<file path="config.mk">
export PLATFORM = sky130hd
export DESIGN_NAME = ps2_key_sequencer
export DESIGN_NICKNAME = d
export VERILOG_FILES = /design/src/rtl/ps2_pkg.sv /design/src/rtl/ps2_key_sequencer_char_fifo.sv /design/src/rtl/ps2_key_sequencer.sv
export SDC_FILE = /design/constraint.sdc
export NUM_CORES = 1
export LEC_CHECK = 0
export CORE_ASPECT_RATIO = 0.9
export CORE_MARGIN = 1.5
export CORE_UTILIZATION = 55
export DETAILED_ROUTE_END_ITERATION = 7
export PLACE_DENSITY_LB_ADDON = 0.1
export SLEW_MARGIN = 10
export SYNTH_ARGS = -nofsm -noshare
export SYNTH_HDL_FRONTEND = slang
export SYNTH_SLANG_ARGS = --single-unit
</file>
<file path="constraint.sdc">
create_clock -name clk -period 6.22 [get_ports clk]
set_input_delay 1.866 -clock clk [delete_from_list [all_inputs] [get_ports clk]]
set_output_delay 1.866 -clock clk [all_outputs]
set_load 0.02 [all_outputs]
</file>
<file path="src/rtl/ps2_pkg.sv">
// Shared constants and state encodings for the PS/2 key sequencer.
// Prefix states track F0/E0 framing; session states track text entry.
package ps2_pkg;

  localparam logic [7:0] SC_BREAK = 8'hF0;
  localparam logic [7:0] SC_EXT   = 8'hE0;
  localparam logic [7:0] SC_NONE  = 8'h00;

  typedef enum logic [1:0] {
    NORMAL = 2'd0,
    BREAK  = 2'd1,
    EXT    = 2'd2
  } prefix_e;

  typedef enum logic {
    IDLE   = 1'b0,
    ACTIVE = 1'b1
  } session_e;

endpackage

</file>
<file path="src/rtl/ps2_key_sequencer_char_fifo.sv">
// First-word fall-through character FIFO, DEPTH x 7, with synchronous flush.
// Push at full is accepted only when a pop frees the head slot in the same cycle.
module char_fifo #(
  parameter int DEPTH = 16
) (
  input  logic                     clk,
  input  logic                     reset,
  input  logic                     flush_i,
  input  logic                     push_i,
  input  logic [6:0]               push_data_i,
  input  logic                     pop_i,
  output logic [6:0]               pop_data_o,
  output logic                     full_o,
  output logic                     empty_o,
  output logic [$clog2(DEPTH):0]   count_o,
  output logic [$clog2(DEPTH):0]   count_next_o
);

  localparam int AW = $clog2(DEPTH);
  localparam int CW = AW + 1;
  localparam logic [AW:0]   FULL_CNT = CW'(DEPTH);
  localparam logic [AW:0]   ONE_CNT  = CW'(1);
  localparam logic [AW-1:0] ONE_PTR  = AW'(1);

  logic [6:0]    mem_q [DEPTH];
  logic [AW-1:0] wr_ptr_q, wr_ptr_d;
  logic [AW-1:0] rd_ptr_q, rd_ptr_d;
  logic [AW:0]   count_q, count_d;
  logic          do_push_s;
  logic          do_pop_s;

  // Accept/advance decisions and next pointer/count values.
  always_comb begin
    do_pop_s  = pop_i && (count_q != {CW{1'b0}});
    do_push_s = push_i && ((count_q != FULL_CNT) || do_pop_s);
    wr_ptr_d  = wr_ptr_q;
    rd_ptr_d  = rd_ptr_q;
    count_d   = count_q;
    if (flush_i) begin
      wr_ptr_d = {AW{1'b0}};
      rd_ptr_d = {AW{1'b0}};
      count_d  = {CW{1'b0}};
    end else begin
      if (do_push_s) begin
        wr_ptr_d = wr_ptr_q + ONE_PTR;
      end else begin
        wr_ptr_d = wr_ptr_q;
      end
      if (do_pop_s) begin
        rd_ptr_d = rd_ptr_q + ONE_PTR;
      end else begin
        rd_ptr_d = rd_ptr_q;
      end
      case ({do_push_s, do_pop_s})
        2'b10:   count_d = count_q + ONE_CNT;
        2'b01:   count_d = count_q - ONE_CNT;
        default: count_d = count_q;
      endcase
    end
  end

  // Pointer and occupancy state.
  always_ff @(posedge clk) begin
    if (reset) begin
      wr_ptr_q <= {AW{1'b0}};
      rd_ptr_q <= {AW{1'b0}};
      count_q  <= {CW{1'b0}};
    end else begin
      wr_ptr_q <= wr_ptr_d;
      rd_ptr_q <= rd_ptr_d;
      count_q  <= count_d;
    end
  end

  // Storage array; contents are don't-care until written, the head is masked while empty.
  always_ff @(posedge clk) begin
    if (do_push_s && !flush_i && !reset) begin
      mem_q[wr_ptr_q] <= push_data_i;
    end
  end

  assign empty_o      = (count_q == {CW{1'b0}});
  assign full_o       = (count_q == FULL_CNT);
  assign pop_data_o   = empty_o ? 7'h00 : mem_q[rd_ptr_q];
  assign count_o      = count_q;
  assign count_next_o = count_d;

endmodule

</file>
<file path="src/rtl/ps2_key_sequencer.sv">
// Strips PS/2 break/extended prefixes and typematic repeats, runs a start/end
// text-entry session and buffers translated characters for a valid/ready consumer.
module ps2_key_sequencer
  import ps2_pkg::*;
#(
  parameter int DEPTH         = 16,
  parameter int FILTER_REPEAT = 1
) (
  input  logic       clk,
  input  logic       reset,
  input  logic       rx_done_tick,
  input  logic [7:0] scan_code,
  input  logic       key_start,
  input  logic       key_end,
  input  logic       key_valid,
  input  logic [6:0] ascii,
  output logic       rx_en,
  output logic [6:0] char_data,
  output logic       char_valid,
  input  logic       char_ready,
  output logic       session_active,
  output logic       session_done,
  output logic       overflow
);

  localparam int CW = $clog2(DEPTH) + 1;
  localparam logic [CW-1:0] FULL_CNT = CW'(DEPTH);

  prefix_e     prefix_q, prefix_d;
  session_e    session_q, session_d;
  logic [7:0]  last_key_q, last_key_d;
  logic        rx_en_q, rx_en_d;
  logic        done_q, done_d;
  logic        overflow_q, overflow_d;

  logic          accept_s;
  logic          push_s;
  logic          flush_s;
  logic          pop_s;
  logic          fifo_full_s;
  logic          fifo_empty_s;
  logic [CW-1:0] fifo_count_s;
  logic [CW-1:0] fifo_count_next_s;

  assign pop_s = !fifo_empty_s && char_ready;

  // Prefix framing and repeat filter; flags a make code for session handling.
  always_comb begin
    prefix_d   = prefix_q;
    last_key_d = last_key_q;
    accept_s   = 1'b0;
    if (rx_done_tick) begin
      case (prefix_q)
        NORMAL: begin
          if (scan_code == SC_BREAK) begin
            prefix_d = BREAK;
          end else if (scan_code == SC_EXT) begin
            prefix_d = EXT;
          end else if ((FILTER_REPEAT != 0) && (scan_code == last_key_q)) begin
            prefix_d = NORMAL;
          end else begin
            last_key_d = scan_code;
            accept_s   = 1'b1;
          end
        end
        BREAK: begin
          if (scan_code == last_key_q) begin
            last_key_d = SC_NONE;
          end else begin
            last_key_d = last_key_q;
          end
          prefix_d = NORMAL;
        end
        EXT: begin
          // Extended make codes are dropped; only an extended break keeps framing.
          if (scan_code == SC_BREAK) begin
            prefix_d = BREAK;
          end else begin
            prefix_d = NORMAL;
          end
        end
        default: prefix_d = NORMAL;
      endcase
    end else begin
      prefix_d = prefix_q;
    end
  end

  // Session control: open/close, character push and overflow tracking.
  always_comb begin
    session_d  = session_q;
    overflow_d = overflow_q;
    done_d     = 1'b0;
    push_s     = 1'b0;
    flush_s    = 1'b0;
    if (accept_s) begin
      case (session_q)
        IDLE: begin
          if (key_start) begin
            session_d  = ACTIVE;
            flush_s    = 1'b1;
            overflow_d = 1'b0;
          end else begin
            session_d = IDLE;
          end
        end
        ACTIVE: begin
          if (key_end) begin
            session_d = IDLE;
            done_d    = 1'b1;
          end else if (key_start) begin
            session_d = ACTIVE;
          end else if (key_valid) begin
            push_s = 1'b1;
            if (fifo_full_s && !pop_s) begin
              overflow_d = 1'b1;
            end else begin
              overflow_d = overflow_q;
            end
          end else begin
            session_d = ACTIVE;
          end
        end
        default: session_d = IDLE;
      endcase
    end else begin
      session_d = session_q;
    end
    rx_en_d = (fifo_count_next_s != FULL_CNT);
  end

  // Control state registers.
  always_ff @(posedge clk) begin
    if (reset) begin
      prefix_q   <= NORMAL;
      session_q  <= IDLE;
      last_key_q <= SC_NONE;
      rx_en_q    <= 1'b1;
      done_q     <= 1'b0;
      overflow_q <= 1'b0;
    end else begin
      prefix_q   <= prefix_d;
      session_q  <= session_d;
      last_key_q <= last_key_d;
      rx_en_q    <= rx_en_d;
      done_q     <= done_d;
      overflow_q <= overflow_d;
    end
  end

  char_fifo #(
    .DEPTH (DEPTH)
  ) u_fifo (
    .clk          (clk),
    .reset        (reset),
    .flush_i      (flush_s),
    .push_i       (push_s),
    .push_data_i  (ascii),
    .pop_i        (pop_s),
    .pop_data_o   (char_data),
    .full_o       (fifo_full_s),
    .empty_o      (fifo_empty_s),
    .count_o      (fifo_count_s),
    .count_next_o (fifo_count_next_s)
  );

  assign rx_en          = rx_en_q;
  assign char_valid     = !fifo_empty_s;
  assign session_active = (session_q == ACTIVE);
  assign session_done   = done_q;
  assign overflow       = overflow_q;

  // Occupancy is observed through full/empty and the next-count; the live count is informational.
  logic unused_count_s;
  assign unused_count_s = ^fifo_count_s;

endmodule
</file>
======== After elaboration in Yosys (flattened, before gate mapping) ========
Memory sizes are Yosys's and may differ from the RTL's. A register that Yosys moved wholly into a read port is not among the register bits.
Index checks and enable logic that the tools add are counted.
word-level totals
  memories kept ........................... 1
  flip-flop bits (word level) ............. 27
  word-level logic and storage cells ...... 95
  output and inout bits ................... 12
  bits in writable memories ............... 112
operators by class
  bitwise gates (word level) .............. 2
  $add $sub $neg .......................... 4
  equal/unequal tests ..................... 20
  mux-type cells .......................... 39
  reductions and logical operators ........ 20
memory list
  memory        depth  width  read ports  clocked after memory_dff  write ports  line                               source
  u_fifo.mem_q  16     7      1           1                         1            ps2_key_sequencer_char_fifo.sv:25  logic [6:0] mem_q [DEPTH];
operators with widths
  operator                                                             number
  8-bit 2-to-1 mux                                                     4
  1-bit 2-to-1 mux                                                     23
  8-bit == test (second input constant)                                2
  2-bit inequality test (second input constant)                        8
  8-bit one-hot mux with 2 select lines                                1
  6-bit AND reduction                                                  2
  5-bit inequality test (second input constant)                        2
  5-bit one-hot mux with 2 select lines                                1
  4-bit by 1-bit adder with 4-bit output (second input constant)       2
  8-bit == test                                                        1
  4-bit 2-to-1 mux                                                     2
  7-bit 2-to-1 mux                                                     1
  1-bit logical AND                                                    6
  2-bit 2-to-1 mux                                                     3
  5-bit by 1-bit adder with 5-bit output (second input constant)       1
  5-bit == test (second input constant)                                1
  5-bit zero test                                                      1
  5-bit 2-to-1 mux                                                     1
  5-bit nonzero test                                                   1
  5-bit by 1-bit subtractor with 5-bit output (second input constant)  1
  2-bit by 1-bit == test with 1-bit output (second input constant)     2
  2-bit == test (second input constant)                                2
  1-bit zero test                                                      4
  4-bit inequality test (second input constant)                        1
  10 further kinds                                                     12

======== Logic depth before layout (Yosys ltp) ========
Gate-level depths: netlist of run 1.
  depth in word-level cells ............... 12
  gate-level depth with buffers ........... 12

======== Modules after synthesis ========
From an unflattened synthesis of run 1, not the netlist that was laid out.
unflattened totals
  cells, all modules ...................... 378
  area total of the unflattened synthesis .. 5940.7 sq um
by module, submodules not included
  module             area each (sq um)  cells each  times used
  char_fifo          5272.6             306         1
  ps2_key_sequencer  668.1              72          1

======== Least setup slack after synthesis of run 1 ========
Ideal clock, no wire load.
  path type ............................... input-to-reg
  start point ............................. in scan_code[6]
  end point ............................... reg rx_en_q, in the netlist rx_en
  data required time ...................... 6.103 ns
  arrival time ............................ 4.299 ns
  slack ................................... 1.804 ns
  stages .................................. 12
  library setup time ...................... 0.117 ns
  path through ............................ and3b_1 > and2_1 > a211oi_4 > a21o_1 > inv_1 > ha_1 > nor2b_1 > o21ai_0 > nand2b_1 > a211o_1 > a211o_1 > a22o_1
between the ends
  longest elaborated chain between the ends .. 12
  elaborated cells between the ends (all ways) .. 16
  classes of those cells .................. eq/ne: 6; mux: 9; reduce/logical: 1
ends and longest elaborated chain
  element                                                                           line                               source
  from (decl)                                                                       ps2_key_sequencer.sv:12            input logic [7:0] scan_code,
  8-bit == test                                                                     ps2_key_sequencer.sv:59            end else if ((FILTER_REPEAT != 0) && (scan_code == last_key_q)) begin
  1-bit 2-to-1 mux                                                                  ps2_key_sequencer.sv:59
  1-bit 2-to-1 mux                                                                  ps2_key_sequencer.sv:57            end else if (scan_code == SC_EXT) begin
  1-bit 2-to-1 mux (*)                                                              ps2_key_sequencer.sv:55            if (scan_code == SC_BREAK) begin
  1-bit 2-to-1 mux (*)                                                              ps2_key_sequencer.sv:53            case (prefix_q)
  1-bit 2-to-1 mux (*)                                                              ps2_key_sequencer.sv:52            if (rx_done_tick) begin
  1-bit 2-to-1 mux                                                                  ps2_key_sequencer.sv:96            if (accept_s) begin
  1-bit logical AND                                                                 ps2_key_sequencer_char_fifo.sv:35  do_push_s = push_i && ((count_q != FULL_CNT) || do_pop_s);
  2-bit by 1-bit == test with 1-bit output / 2-bit == test (equally long branches)  ps2_key_sequencer_char_fifo.sv:54  case ({do_push_s, do_pop_s})
  5-bit one-hot mux with 2 select lines                                             ps2_key_sequencer_char_fifo.sv:54
  5-bit 2-to-1 mux (*)                                                              ps2_key_sequencer_char_fifo.sv:39  if (flush_i) begin
  5-bit inequality test (*)                                                         ps2_key_sequencer.sv:129           rx_en_d = (fifo_count_next_s != FULL_CNT);
  to (signal assigned)                                                              ps2_key_sequencer.sv:145           rx_en_q <= rx_en_d;
  to (decl)                                                                         ps2_key_sequencer.sv:32            logic rx_en_q, rx_en_d;
Mark *: on every way between the ends. The rest lies on a longest branch, timed or not.
A chain may end at the register's enable or synchronous reset.

==> results of run 1 <==
==> through the flow <==
step                      cell area [um2]  worst slack (ns)  util (%)
after CTS                            7030              1.04      67.4
after global routing                 7030             0.926      67.4
final                                7030              1.11      67.4
after floorplan                      5970              1.80         -
after global placement               6420             0.894      61.6
after detailed placement             6420             0.780      61.6
==> path summary, 6_finish.rpt <==
kind / from / cells after the start / slack, ns / end
worst min register to register: last_key_q[3] / 2 / 0.49 / last_key_q[3]
worst max register to register: last_key_q[1] / 12 / 2.84 / rx_en
worst max-delay path: register / 5 / 1.11 / char_data[1]
worst min-delay path: last_key_q[3] / 2 / 0.49 / last_key_q[3]
==> cell usage in the layout (no fill, tap or decap), types with 10 or more instances in the layout <==
cell             instances
nand3_1                 13
xor2_1                  11
nand2_1                 18
edfxtp_1               112
nor2_1                  27
nand2b_1                10
clkbuf_16               20
dfxtp_1                 30
clkdlybuf4s50_1         33
mux4_2                  35
a21oi_1                 18
==> power by group <==
part	switching (mW)	total (mW)	internal (mW)
clock	0.379	1.01	0.634
combinational	0.131	0.259	0.128
sequential	0.0223	1.06	1.04
total	0.532	2.34	1.80
==> area by class of cell <==
type	instances	share of cell area [%]
Clock buffer	25	7.53
Clock inverter	7	1.05
Inverter	7	0.374
Multi-Input combinational cell	204	26.9
Sequential cell	143	56.7
Tap cell	129	2.30
Timing Repair Buffer	37	5.13
==> state kept, by name, summed over array words and instances (netlist names), named ones only <==
signal	count
u_fifo.mem_q	112
last_key_q	8
u_fifo.count_o	5
u_fifo.rd_ptr_q	4
u_fifo.wr_ptr_q	4
prefix_q	2
overflow	1
rx_en	1
session_active	1
session_done	1
==> cells by family after synthesis <==
family	count (synthesis)
AOI/OAI and AO/OA	39
xor gates and xnor gates	15
adders and majority gates	9
buffers and inverters	23
DFF	143
muxes	36
and+or+nand+nor	105
==> critical path, cell delays in order, from the launching register on <==
cell,delay (ns)
dfxtp_2,0.77
buf_4,0.29
mux4_2,0.54
mux4_2,0.49
and2_1,0.18
clkdlybuf4s50_1,0.54
==> metal layers <==
layer	wire [um]	share of wire, %
met1	4830	43
met2	5500	49
met3	714	6.4
met4	127	1.1
met5	0	0
==> run metrics, run 1 <==
Starting Density=57.3%; hold crit path type=reg -> reg; Post-synth EDFFs=between 100 and 150; Iter 0 DRT Violations=~330; fraction of the cycle the final worst path needs=roughly 82%; area leader, netlist=edfxtp_1; CTS root buf=clkbuf_16; synthesized area=around 6000 um2; Clock Skews=0.0135 ns; Horiz. Die Dim=113 um; Reg clk slew, reported paths=about 0.060 ns; Multi-input gate area=1890 um2; Post-Route WL=11,200 um; post-synthesis xor/xnor area fraction=2.20%; antenna viol nets, final=0; ranking of synthesized cells by area=edfxtp_1 (56%), mux4_2 (13%), dfxtp_1 (10%); Worst EP required=about 4.4 ns; PD cells=332 nW/um2; met2 usage=~35%; Least-Margin Pin Slew=between 0.8 and 0.9 ns; Slew HR=between 40% and 50%; area occupied by registers=3990 um2; simple-gate share of the synthesized area=9.66%; Fin Hold WS=just under 0.5 ns; Clk Latency, worst-skew pair=roughly 0.42 ns; Synth-to-Final Area Change=17.6%; gr busiest metal=met2; Post-Synth Adder-Cell Area=approximately 2.0%; wire per inst=20.2 um; Gate Count Post-Synth=370; Achievable Freq=~200 MHz; initial antenna violation count=0; GR Util met1=28.1%; total setup buffers inserted after CTS=0; Post-Synthesis Mean Instance Area=approximately 16 um2; mux cell area share after synthesis=between 10% and 20%; Tot Pwr=approximately 2.3 mW; I/O pins=34; layout cell share with drive strength beyond 1=~18%; Resize count post-CTS=0; top_reg_cell synth=edfxtp_1; gr usage total=21.5%; syn nets=roughly 400; Yosys Warn Count=0; Async SR Flop Fraction=0%; Tmin final=~5.1 ns; Non-Filler Instances=around 550; CTS Hold Bufs=0; die area=roughly 11,000 um2; global-route wire length before repair=17,900 um; CTS Buffer Depth=2; Final Hold Fails=0; Initial DRT Pass Iterations=4; ANT cells=0; CP Data Arrival Time=around 3.2 ns; num rows=35; number of I/O port buffers=33; sequential fraction of the synthesis area=roughly 67%; crit end category=output pin; pin count of the biggest net entering global routing=29; TritonCTS Buffers=17; max cap viols=0; Finish-stage setup viols=0; die height=around 100 um; Pleak=2.30 nW; Commonest cells post-synth=edfxtp_1 (112), mux4_2 (35), dfxtp_1 (31), nor2_1 (27); Cells after DPL=520; DR vias/cell=5.95; crit start category=register; Synth Area in Compound Gates=under 10%; Unique masters post-synth=45; CTS HTree Levels=4; number of synthesized register bits=between 100 and 150; GPL Wtd Cong=roughly 0.86; met3 GRT Util=roughly 5.5%; VDD IR max=slightly below 0.0002 V; clk sinks=approximately 140; main combinational cell family by area after synthesis=multiplexers; Setup Crit Path Kind=reg -> out; CP Max Fanout=19; grt ovf=0; core footprint=around 10,000 um2; CTS tree=done; TNS Setup=0 ns; Fillers=around 730; routed vias=around 3,300; Final nets=roughly 440; top-count cell post-synth=edfxtp_1; status=complete, no violations; DRC=0; Synth top area share=between 50% and 60%; RSZ-0062 raised after global routing=false; final slew viol count=0; vias in the first global route=around 3,300; dpl hpwl=7320 um
No activity file was read; power rests on OpenSTA's default activity.
==> run 2, diff against run 1 <==
clock period = 5.1 ns   (was 6.22 ns; I/O delays follow)
==> run metrics, run 2 (synthesis gave the netlist of run 1 again) <==
initial antenna violation count=0 (unchanged); Starting Density=57.3% (unchanged); Final Hold Fails=0 (unchanged); status=complete, no violations; gr usage total=21.2% (-0.32 points); Setup Crit Path Kind=reg -> out; GPL Wtd Cong=0.827 (-3.5%); die height=102 um (unchanged); CTS root buf=clkbuf_16; Top Metal Used=met4; num rows=35 (unchanged); Final nets=457 (+3.6%); Setup WS pre-CTS=0.345 ns (-0.435 ns); CP Max Fanout=18 (-1); met2 WL=5620 um (+2.1%); TritonCTS Buffers=17 (unchanged); Achievable Freq=approximately 220 MHz; CTS Hold Bufs=0 (unchanged); final slew viol count=0 (unchanged); VDD IR max=0.000250 V (+29%); DR vias/cell=5.77 (-3.1%); Resize count post-CTS=0 (unchanged); vias in the first global route=3,334 (-0.090%); Worst EP required=3.57 ns (-0.78 ns); layout cell share with drive strength beyond 1=21.2% (+3.5 points); largest register by flop count=u_fifo.mem_q; I/O pins=34 (unchanged); PD cells=397 nW/um2 (+19%); Largest register FFs=112 (unchanged); CTS Buffer Depth=2 (unchanged); ANT cells=0 (unchanged); Tmin final=about 4.6 ns; die area=11,500 um2 (unchanged); commonest non-fill, non-tap cell in the layout=edfxtp_1; RSZ-0062 raised after global routing=false; Cells after DPL=536 (+3.1%); dpl hpwl=7480 um (+2.2%); global-route wire length before repair=17,500 um (-1.9%); Slew HR=47.1% (+2.7 points); DRC=0 (unchanged); metal3 WL=639 um (-11%); Finish-stage setup viols=0 (unchanged); Pleak=2.39 nW (+4.0%); Clk Latency, worst-skew pair=0.41 ns (about the same); total setup buffers inserted after CTS=0 (unchanged); max cap viols=0 (unchanged); TNS Setup=0 ns (unchanged); final setup margin=0.531 ns (-0.579 ns); grt ovf=0 (unchanged); CTS HTree Levels=4 (unchanged); CP Data Arrival Time=3.04 ns (-0.20 ns); Initial DRT Pass Iterations=6 (+2); Non-Filler Instances=568 (+2.9%); routed vias=3,275 (-0.27%); crit end category=output pin; CTS tree=done; most frequent cells in the layout=edfxtp_1 (112), mux4_2 (35), clkdlybuf4s50_1 (33), dfxtp_1 (30), nor2_1 (27); core footprint=10,400 um2 (unchanged); pin count of the biggest net entering global routing=29 (unchanged); Iter 0 DRT Violations=251 (-24%); hold crit path type=reg -> reg; WHS Path Cells=2 (unchanged); Horiz. Die Dim=113 um (unchanged); number of I/O port buffers=33 (unchanged); antenna viol nets, final=0 (unchanged); M1 WL=4880 um (+0.99%); Clock Skews=0.0116 ns (-0.00188 ns); Synth-to-Final Area Change=20.2%; Least-Margin Pin Slew=0.792 ns (-0.0393 ns); wire per inst=19.7 um (-2.6%); fraction of the cycle the final worst path needs=roughly nine tenths; crit start category=register; clk sinks=143 (unchanged); Reg clk slew, reported paths=0.06 ns (about the same); R2R depth=12 (unchanged); Post-Route WL=11,200 um (+0.20%)
[run 2: cell count changes in the layout (fill, tap and decap cells not counted), sizes merged]
cell,change
bufinv,-1
clkinvlp,+2
clkbuf,-1
clkinv,-1
inv,+1
buf,+16
[run 2: power by group]
part	total [mW]	switching, mW	internal [mW]
sequential	1.29	0.0216	1.27
clock	1.23	0.461	0.772
combinational	0.322	0.164	0.159
[run 2: per-stage QoR]
stage | util (%) | power [mW] | area [um2] | hold WS [ns]
floorplan | - | 1.52 | 5970 | 0.457
global placement | 62.9 | 1.64 | 6560 | 0.474
detailed placement | 62.9 | 1.64 | 6560 | 0.475
CTS | 68.9 | 2.87 | 7180 | 0.486
global route | 68.9 | 2.95 | 7180 | 0.496
finish | 68.9 | 2.85 | 7180 | 0.482
[run 2: layout make-up]
| type | count | area, um2 |
|---|---|---|
| Sequential cell | 143 | 3990 |
| Multi-Input combinational cell | 204 | 1890 |
| Clock buffer | 24 | 558 |
| Tap cell | 129 | 161 |
| Inverter | 7 | 26.3 |
| Fill cell | 705 | 3250 |
| Timing Repair Buffer | 53 | 493 |
| Clock inverter | 8 | 62.6 |
[run 2: worst paths after layout]
path	start	to	slack, ns
setup / recovery	register	char_data[6]	0.53
hold / removal	last_key_q[3]	last_key_q[3]	0.48
setup reg to reg	u_fifo.count_o[0]	rx_en	1.83
hold reg to reg	last_key_q[3]	last_key_q[3]	0.48
[run 2: worst max-delay path, stage by stage (launching register included)]
cell and delay, ns:
dfxtp_2 0.61, buf_12 0.26, mux4_2 0.57, mux4_2 0.48
and2_1 0.17, clkdlybuf4s50_1 0.53
[run 2: layer usage]
metal | vias up | track usage [%]
met3 | 4 | 5.52
li1 | 1555 | -
met2 | 90 | 36.1
met5 | - | 0
met4 | 0 | 6.63
met1 | 1626 | 27.2
==> run 3, diff against run 2 <==
SETUP_SLACK_MARGIN = 0.02   (was default)
==> results of run 3 <==
No change in the layout: final DEF, timing and power equal those of run 2.
==> variant 1 (settings of run 2) <==
Put one more register stage on the output `overflow`, with the module's reset. The value now appears one clock later. The other outputs are not delayed to match.
--- a/src/rtl/ps2_key_sequencer.sv
+++ b/src/rtl/ps2_key_sequencer.sv
@@ -168,7 +168,13 @@
   assign char_valid     = !fifo_empty_s;
   assign session_active = (session_q == ACTIVE);
   assign session_done   = done_q;
-  assign overflow       = overflow_q;
+  always_ff @(posedge clk) begin
+    if (reset) begin
+      overflow <= '0;
+    end else begin
+      overflow <= overflow_q;
+    end
+  end
 
   // Occupancy is observed through full/empty and the next-count; the live count is informational.
   logic unused_count_s;
Formal check against the unedited RTL: no difference found for any inputs over 4 cycles, from zero or initial values and one cycle with reset high; that may be too few to reach the edited logic, so the function may still have changed.
==> variant 1 against run 2 <==
Clock power increased by 6%. Worst setup slack improved by 0.23 ns. Wire length increased by 3.3%. Final area grew 2.2%. First-iteration DRC count is 20% higher. Power grew 12%. Non-clock buffer count down 3. Die area is 2.5% higher. Area after synthesis rose by 2.6%. Via count rose by 0.95%. Final cell count grew 3.5%. Sequential cell count grew 1. Worst hold slack worse by 0.031 ns. Highest routed layer unchanged.
==> variant 1: results (changes against run 2) <==
stage	metric	value	unit	change
outcome	outcome	finished clean		
critical_path	worstPathArrival	2.81	ns	-0.23 ns
min_path	hold_path_class	flop to flop		
critical_path	critPathLaunchType	flop		
sta	fin_hold_ws	0.451	ns	-0.0308 ns
critical_path	slowest_stage	mux4_2		
cells_and_area	drive_gt1_share	25.0	%	+3.8 points
route	dr.max_layer_used	met4		
grt	grt_pass1_vias	3285		-1.5%
placed_design	place_area	6710	µm²	+2.4%
route	met3WireLength	570	µm	-11%
route	met2_length	5900	µm	+5.0%
route	wl_met1	5000	µm	+2.5%
grt	grt_pass1_wl	18100	µm	+3.0%
logic_synthesis	yosysWarningCount	0		unchanged
logic_synthesis	synthCells	367		-0.81%
clocking	worstSkewPairLatency	0.42	ns	
route	drt_first_pass_iters	5		-1
logic_synthesis	synth_commonest_cells	edfxtp_1, mux4_2, dfxtp_1		
clocking	cts_setup_buffers	0		unchanged
sta	clock_skew	0.0142	ns	+0.00260 ns
clocking	htree_levels	4		unchanged
placed_design	dp.cells	556		+3.7%
route	first_iter_violations	301		+20%
power	p_leak	2.41	nW	+0.84%
grt	antenna_found_initial	0		unchanged
cells_and_area	regMostFlops	u_fifo.mem_q		
critical_path	r2r_start	last_key_q[6]		
cells_and_area	diodes	0		unchanged
critical_path	cpPeakStageDelay	0.57	ns	-0.04 ns
placed_design	dpl_worst_slack	0.414	ns	+0.0693 ns
logic_synthesis	yosysSeqAreaShare	65.3	%	-1.3 points
cells_and_area	fin_nets	454		-0.66%
critical_path	cp_max_fo	28		+10
critical_path	r2r_setup_slack	2.12	ns	+0.29 ns
cells_and_area	stdcell_count	588		+3.5%
route	vias_per_cell	5.62		-2.5%
grt	grt_usage	21.8	%	+0.62 points
route	wl_per_cell	19.7	µm	-0.25%
logic_synthesis	syn-num-nets	398		-0.75%
sta	worst_pin_slew	0.780	ns	-0.0116 ns
placed_design	dp_hpwl	7520	µm	+0.56%
sta	max_freq	0.230	GHz	+5.3%
placed_design	port_buffers	33		unchanged
grt	grt_max_degree	29		unchanged
logic_synthesis	synth_area_leaders	edfxtp_1, mux4_2, dfxtp_1		
placed_design	gp_congestion	0.836		+1.1%
power	ir_drop	0.314	mV	+25%
logic_synthesis	ys_types	51		+13%
min_path	hp-start	overflow_q		
==> variant 1: changes by cell type after synthesis, moves of 4 or more <==
| cell | run 2 | this run |
|---|---|---|
| nand2_1 | 18 | 11 |
| clkbuf_1 | 9 | 4 |
| nand3b_1 | 0 | 5 |
| xor2_1 | 11 | 6 |
| buf_2 | 4 | 0 |
| inv_1 | 6 | 10 |
| mux2i_1 | 1 | 5 |
| xor2_2 | 0 | 4 |
==> variant 1: worst paths after layout <==
check	depth (start not counted)	endpoint
hold / removal	2	overflow_q
hold reg to reg	2	overflow_q
setup / recovery	5	char_data[1]
setup reg to reg	12	u_fifo.count_o[4]
==> variant 1: power by group <==
group          switching, mW  leakage, nW  internal, mW  total [mW]
Sequential            0.0216         1.27          1.29        1.31
Clock                  0.477        0.294         0.820        1.30
Combinational          0.297        0.852         0.288       0.585
Total                  0.795         2.41          2.39        3.19
==> variant 1: metal layers <==
metal	global-route usage (%)	vias to the layer above
li1	-	1530
met1	28.0	1686
met2	35.8	84
met3	6.94	6
met4	7.21	0
met5	0	-
==> variant 1: cell type report <==
| cell class | count | area (µm²) |
|---|---|---|
| Timing Repair Buffer | 50 | 470 |
| Sequential cell | 144 | 4010 |
| Inverter | 10 | 37.5 |
| Clock inverter | 13 | 188 |
| Tap cell | 152 | 190 |
| Fill cell | 750 | 3520 |
| Multi-Input combinational cell | 200 | 2010 |
| Clock buffer | 19 | 433 |
==> variant 1: kinds of logic (layout without fill, tap and decap cells) <==
logic type / after synthesis / count (layout) / share of synthesized area, %
buf+inv: 23 / 92 / 1.84
mux: 41 / 41 / 13.9
compound gates: 33 / 33 / 3.64
flops: 144 / 144 / 65.3
fa+ha+maj: 9 / 9 / 1.96
xor+xnor: 16 / 16 / 2.78
simple gates: 101 / 101 / 10.5
==> variant 2 (settings of run 2) <==
Without the edit above. `DEPTH` is set to 16 in 2 places; all go to 64.
--- a/src/rtl/ps2_key_sequencer_char_fifo.sv
+++ b/src/rtl/ps2_key_sequencer_char_fifo.sv
@@ -1,7 +1,7 @@
 // First-word fall-through character FIFO, DEPTH x 7, with synchronous flush.
 // Push at full is accepted only when a pop frees the head slot in the same cycle.
 module char_fifo #(
-  parameter int DEPTH = 16
+  parameter int DEPTH = 64
 ) (
   input  logic                     clk,
   input  logic                     reset,
--- a/src/rtl/ps2_key_sequencer.sv
+++ b/src/rtl/ps2_key_sequencer.sv
@@ -3,7 +3,7 @@
 module ps2_key_sequencer
   import ps2_pkg::*;
 #(
-  parameter int DEPTH         = 16,
+  parameter int DEPTH         = 64,
   parameter int FILTER_REPEAT = 1
 ) (
   input  logic       clk,
Function: same outputs for any inputs over 4 cycles, from zero or initial values and one cycle with reset high; that may be too few to reach the edited logic, so the function may still have changed.
==> variant 2 against run 2 <==
Final area grew to 3.2 times the old value. Worst hold slack lost 0.026 ns. Power grew to 2.8 times the old value. Worst setup slack lost 0.45 ns. Count of clock-buffer cells in the layout grew 31. Wire length grew to 3.9 times the old value. Largest cell class unchanged. Area after synthesis grew to 3.3 times the old value. Sequential cell count grew 344. Global-route usage grew 3.1 points. Highest routed layer unchanged.
==> variant 2: results (changes against run 2) <==
stage	metric	value	unit	change
logic_synthesis	synthMuxAreaShare	14.0	%	+0.63 points
critical_path	path_delay_family	compound AO/OA/AOI/OAI gates		
critical_path	worstPathArrival	3.49	ns	+0.45 ns
power	ir_drop	0.251	mV	about the same
grt	gr-usage-met3	3.50	%	-2.0 points
clocking	numCtsBuffers	48		+31
clocking	worstSkewPairLatency	0.55	ns	+0.14 ns
critical_path	reg2reg_depth	9		-3
route	drt_first_pass_iters	4		-2
cells_and_area	nClkBuffers	55		+130%
route	first_iter_violations	953		+280%
route	wl_met1	19600	µm	+300%
logic_synthesis	synth-edff-count	448		+300%
cells_and_area	fill_cells	2453		+250%
logic_synthesis	ys_types	62		+38%
grt	grt_usage	24.3	%	+3.1 points
grt	grt_use_met1	36.9	%	+9.7 points
logic_synthesis	yosysSeqAreaShare	72.6	%	+5.9 points
cells_and_area	multi_input_area_share	22.4	%	-3.9 points
logic_synthesis	syn-num-nets	1061		+160%
clocking	htree_levels	2		-2
logic_synthesis	post_synth_fa_ha_maj_area_fraction	0.612	%	-1.4 points
logic_synthesis	synth_commonest_cells	edfxtp_1, mux4_2, nor2_1		
cells_and_area	drive_gt1_share	29.2	%	+8.0 points
grt	grt_use_met2	37.8	%	+1.7 points
logic_synthesis	synth-compound-area-share	4.08	%	-0.34 points
critical_path	cp_max_fo	21		+3
outcome	outcome	finished clean		
logic_synthesis	synth_area_leaders	edfxtp_1, mux4_2, dfxtp_1		
critical_path	slowest_stage	clkdlybuf4s50_1		
power	p_int	6.38	mW	+190%
cells_and_area	num-multi-input-gates	473		+130%
logic_synthesis	synth_xor_area_share	0.759	%	-1.4 points
[variant 2: cell types whose count changed in the layout (fill, tap and decap cells not counted), sizes merged, moves of 9 or more]
cell	run 2	this run
a221oi	0	9
buf	20	106
clkbuf	24	55
clkinv	4	19
edfxtp	112	448
mux2i	1	20
mux4	35	113
nand2	18	28
nor2	27	56
nor3	3	40
o21ai	6	16
o22ai	0	12
[variant 2: final timing paths]
path	from	to	slack [ns]
min reg2reg	overflow	overflow	0.46
min	overflow	overflow	0.46
max reg2reg	u_fifo.count_o[1]	rx_en	1.52
max	flop	char_data[1]	0.08
[variant 2: power groups by stage]
| stage | sequential, mW | clock [mW] | combinational, mW |
|---|---|---|---|
| finish | 4.36 | 3.45 | 0.144 |
| global route | 4.36 | 3.64 | 0.157 |
| CTS | 4.36 | 3.48 | 0.146 |
| detailed placement | 4.45 | 0 | 0.146 |
| global placement | 4.45 | 0 | 0.141 |
| floorplan | 4.45 | 0 | 0.0486 |
[variant 2: tightest hold or removal path: cells and delay by family (launching register included)]
| kind | cells | cell delay [ns] |
|---|---|---|
| AO/OA/AOI/OAI | 1 | 0.05 |
| flip-flops | 1 | 0.31 |
| AND/OR/NAND/NOR | 1 | 0.05 |
[variant 2: stage by stage]
step	cells	cell area, µm²	hold slack, ns	power (mW)
after global placement	1569	21000	0.441	4.59
final	1657	22600	0.455	7.96
after global routing	1657	22600	0.488	8.16
after CTS	1656	22600	0.457	7.99
after detailed placement	1569	21000	0.448	4.59
after floorplan	1030	19600	0.460	4.50
[variant 2: timing repair]
item / in CTS / in global routing
endpoints found under the setup margin: 0 / 2
resized for setup: 0 / 5
setup buffers: 0 / 1
